## src/rtl/alu_sequencer.sv

```systemverilog
// Iterative ALU sequencer: repeatedly applies one op to an accumulator using an external ALU.
// Optional ALU_SEQUENCER_EARLY_STOP_EN ends the sequence on the first zero result.
module alu_sequencer (
  input  logic       clk,
  input  logic       rst,
  input  logic       cmd_valid,
  output logic       cmd_ready,
  input  logic [2:0] cmd_op,
  input  logic [3:0] cmd_a,
  input  logic [3:0] cmd_b,
  input  logic [2:0] cmd_count,
  output logic [3:0] alu_src_a,
  output logic [3:0] alu_src_b,
  output logic [2:0] alu_operation,
  input  logic [3:0] alu_result,
  input  logic       alu_zero,
  output logic       rsp_valid,
  input  logic       rsp_ready,
  output logic [3:0] rsp_result,
  output logic       rsp_zero,
  output logic [3:0] rsp_iters,
  output logic [1:0] dbg_state
);

  // Handshakes: a transfer happens on a rising edge where valid and ready are both high;
  // cmd_ready depends only on state, and rsp_* hold steady while rsp_valid waits for rsp_ready.
  typedef enum logic [1:0] {
    S_IDLE  = 2'd0,
    S_ISSUE = 2'd1,
    S_DONE  = 2'd2
  } state_e;

  state_e     state_q, state_d;
  logic [3:0] acc_q, acc_d;
  logic [3:0] b_q, b_d;
  logic [2:0] op_q, op_d;
  logic [2:0] rem_q, rem_d;
  logic [3:0] iters_q, iters_d;
  logic       zero_q, zero_d;
  logic       last_iter;

`ifdef ALU_SEQUENCER_EARLY_STOP_EN
  assign last_iter = (rem_q == 3'd0) || alu_zero;
`else
  assign last_iter = (rem_q == 3'd0);
`endif

  always_ff @(posedge clk or posedge rst) begin
    if (rst) begin
      state_q <= S_IDLE;
      acc_q   <= '0;
      b_q     <= '0;
      op_q    <= '0;
      rem_q   <= '0;
      iters_q <= '0;
      zero_q  <= 1'b0;
    end else begin
      state_q <= state_d;
      acc_q   <= acc_d;
      b_q     <= b_d;
      op_q    <= op_d;
      rem_q   <= rem_d;
      iters_q <= iters_d;
      zero_q  <= zero_d;
    end
  end

  always_comb begin
    state_d       = state_q;
    acc_d         = acc_q;
    b_d           = b_q;
    op_d          = op_q;
    rem_d         = rem_q;
    iters_d       = iters_q;
    zero_d        = zero_q;
    cmd_ready     = 1'b0;
    rsp_valid     = 1'b0;
    rsp_result    = '0;
    rsp_zero      = 1'b0;
    rsp_iters     = '0;
    alu_src_a     = '0;
    alu_src_b     = '0;
    alu_operation = '0;
    unique case (state_q)
      S_IDLE: begin
        cmd_ready = 1'b1;
        if (cmd_valid) begin
          acc_d   = cmd_a;
          b_d     = cmd_b;
          op_d    = cmd_op;
          rem_d   = cmd_count;
          iters_d = '0;
          zero_d  = 1'b0;
          state_d = S_ISSUE;
        end
      end
      S_ISSUE: begin
        alu_src_a     = acc_q;
        alu_src_b     = b_q;
        alu_operation = op_q;
        acc_d         = alu_result;
        zero_d        = alu_zero;
        iters_d       = iters_q + 4'd1;
        if (last_iter) state_d = S_DONE;
        else           rem_d   = rem_q - 3'd1;
      end
      S_DONE: begin
        rsp_valid  = 1'b1;
        rsp_result = acc_q;
        rsp_zero   = zero_q;
        rsp_iters  = iters_q;
        if (rsp_ready) state_d = S_IDLE;
      end
      default: state_d = S_IDLE;
    endcase
  end

  assign dbg_state = state_q;

endmodule

```

## config.mk

```make
export PLATFORM = sky130hd
export DESIGN_NAME = alu_sequencer
export DESIGN_NICKNAME = d
export VERILOG_FILES = /design/src/rtl/alu_sequencer.sv
export SDC_FILE = /design/constraint.sdc
export NUM_CORES = 1
export LEC_CHECK = 0
export ABC_AREA = 1
export CORE_MARGIN = 1
export CORE_UTILIZATION = 48
export CTS_BUF_LIST = sky130_fd_sc_hd__clkbuf_8
export DETAILED_ROUTE_END_ITERATION = 7
export GPL_TIMING_DRIVEN = 0
export PLACE_DENSITY = 0.94
export REMOVE_ABC_BUFFERS = 1
export SETUP_SLACK_MARGIN = 0.2
export SLEW_MARGIN = 20
export SYNTH_ARGS = -nofsm -noshare
export SYNTH_HDL_FRONTEND = slang
export SYNTH_SLANG_ARGS = --single-unit
```

## constraint.sdc

```tcl
create_clock -name clk -period 2.5 [get_ports clk]
set_input_delay 0.5 -clock clk [delete_from_list [all_inputs] [get_ports clk]]
set_output_delay 0.5 -clock clk [all_outputs]
set_load 0.01 [all_outputs]
```

==> results <==
metrics by stage:
step	worst slack (ns)	instances	hold slack [ns]
after CTS	0.2068	219	0.4964
after global placement	0.4304	215	0.4697
final	0.2846	221	0.4949
after floorplan	0.9247	141	0.4521
after detailed placement	0.3313	215	0.4789
after global routing	0.2021	221	0.5181
final cells by class:
cell class / instances / share of cell area (%)
Timing Repair Buffer: 48 / 28.11
Clock inverter: 1 / 0.2959
Clock buffer: 3 / 2.441
Tap cell: 28 / 2.071
Sequential cell: 21 / 31.21
Multi-Input combinational cell: 94 / 29.96
Inverter: 26 / 5.917
cells in the final DEF (no fill, tap or decap), drive strengths merged:
cell type,synthesis,final
nand3,15,15
inv,26,26
dfrtp,21,21
o21ai,5,5
ha,3,3
nor2,28,28
clkinv,0,1
nand3b,2,2
clkdlybuf4s50,0,46
nand4,1,1
xnor2,1,1
nand2,31,31
buf,4,2
clkbuf,0,3
a21oi,7,7
o22ai,1,1
worst max-delay path, cell delays in order (launching register included):
cell             delay (ns)
dfrtp_2                0.48
inv_4                  0.13
nand2_4                0.15
nor2_1                 0.14
clkdlybuf4s50_1        0.55
sequential cells by signal (all words and copies together) (netlist names):
register	cells
acc_q	4
zero_q	1
dbg_state	2
b_q	4
op_q	3
iters_q	4
rem_q	3
power by group:
part           switching (W)  total, W  internal [W]  leakage (nW)
combinational       0.000665   0.00123      0.000563         0.543
sequential          0.000122  0.000626      0.000504         0.250
clock               0.000110  0.000221      0.000111        0.0255
total               0.000897   0.00208       0.00118         0.819
timing repair:
item,CTS,global route
setup endpoints to repair,21,14
buffers inserted,0,2
resized for setup,2,2
hold buffers,0,0
metal layers:
layer  wire, um  part of all wire [%]  vias to the layer above
li1           -                     -                      543
met1       1140                    41                      524
met2       1431                    51                       55
met3        197                   7.0                        5
met4         42                   1.5                        0
met5          0                     0                        -
final timing paths:
check,start,to,slack (ns)
worst max-delay path,dbg_state[1],alu_operation[1],0.28
worst min-delay path,acc_q[1],acc_q[1],0.49
worst max register to register,rem_q[0],rem_q[2],1.14
worst min register to register,acc_q[1],acc_q[1],0.49
max in group asynchronous,rst,dbg_state[0],1.28
min in group asynchronous,rst,op_q[0],0.68
cells by family (layout without fill, tap and decap cells):
| family | count (synthesis) | in the layout | synth area share [%] |
|---|---|---|---|
| AO/OA/AOI/OAI | 13 | 13 | 8.935 |
| adder cells (fa/ha/maj) | 3 | 3 | 3.230 |
| AND/OR/NAND/NOR | 77 | 77 | 30.46 |
| buffers and inverters | 30 | 78 | 11.41 |
| XOR/XNOR | 1 | 1 | 0.7536 |
| flip-flops | 21 | 21 | 45.21 |
==> metrics.md <==
| Metric | Value |
|---|---|
| Num Clock Sinks | 21 |
| Setup_tns | 0 ns |
| Yosys top cell by area | dfrtp_1 |
| Crit path DAT | 1.72 ns |
| RePlAce Congestion | roughly 0.78 |
| DRC Markers | 0 |
| Chip width | 51.21 um |
| First-pass GRT wire length | 4.705 mm |
| Synth async-reset ratio | 100.0% |
| Vias per std cell | about 5.1 |
| Slew HR | around 47% |
| EDFF count, synth | 0 |
| Grt total ovfl | 0 |
| Max Cap Viol | 0 |
| 1st-iter DRT viols | 20 |
| Pin count of the biggest net entering global routing | 22 |
| Mapped Avg Cell Area | 8.016 um^2 |
| Share of layout cells above drive strength 1 | a little under an eighth |
| TritonCTS clock tree | yes |
| Kind of critical path | reg -> out |
| Synth Cell Area | 0.001162 mm^2 |
| Worst vdd ir | slightly above 700 uV |
| Max-slew violations | 0 |
| Top cells by area, synth | dfrtp_1, nand2_1, nor2_1 |
| Most common cell in the synthesized netlist | nand2_1 |
| Site Rows | 17 |
| CTS clk-pin slew, worst paths | 0.08 ns |
| CTS Buffer Depth | 2 |
| FF+latch count, synth | 21 |
| Nets | 220 |
| Worst setup EP type | output pin |
| Total track usage | 24.37% |
| Root buffer cell | clkbuf_8 |
| RSZ-0062 raised after global routing | no |
| Core Box Area | approximately 0.0023 mm^2 |
| Fmax achieved | between 400 and 500 MHz |
| TritonRoute pass-1 iters | 4 |
| Top Ports | 47 |
| Status | completed |
| Dpl cell area | 0.001623 mm^2 |
| Worst-Margin Slew | 0.7869 ns |
| Leak pwr | 0.8187 nW |
| Hold path cells | 2 |
| Syn. warnings | 0 |
| Height of the die | 51.21 um |
| Mapped Cells | 145 |
| # setup viols final | 0 |
| Starting density of the core | 51.55% |
| Register area | 528.0 um^2 |
| PortBufs | 46 |
| Initial antenna violation count | 0 |
| Final cycle utilization of the critical path | 88.62% |
| Main synth FF type | dfrtp_1 |
| Crit-path max FO | 18 |
| Final Cell Area | 0.001692 mm^2 |
| Via count | 1127 |
| Number of diodes | 0 |
| Pwr per Cell Area | between 1000 and 1500 mW/mm^2 |
| Final Hold Vio Count | 0 |
| Overall power | 0.002076 W |
| Area Overhead vs Synth | 45.53% |
| Final antenna-violating net count | 0 |
| Skew final | 0.005501 ns |
| Clock Latency Late Sink | 0.26 ns |
| CTS Buf Count | 3 |
| Die ar. | 0.002622 mm^2 |
| Sequential area share after synthesis | 45.21% |
| Area taken by multi-input logic gates | 506.7 um^2 |
| M2 GR Usage | ~44% |
| Hold WC Path Type | reg -> reg |
| Routed wire length | ~2.8 mm |
| Fillers | 187 |
| Post-DP HPWL | 2.056 mm |
| Layout Utilization | approximately three quarters |
| Average wire per standard cell | 12.72 um |
| Min Tclk post-route | 2.215 ns |
| Commonest cells in the synthesized netlist | nand2_1, nor2_1, inv_1 |
| GRT busiest layer | met2 |
| H-tree levels | 1 |
| Vias in the first global route | 1128 |
| Met1 GRT Util | 27.88% |
| CP required | approximately 2.0 ns |
| CP Launch Type | flip-flop |
| Grt met3 use | under 10% |
| Synth cell types | 20 |
| R2R depth | 8 |
| Yosys top cell area share | 45.21% |
No activity file was read; power rests on OpenSTA's default activity.
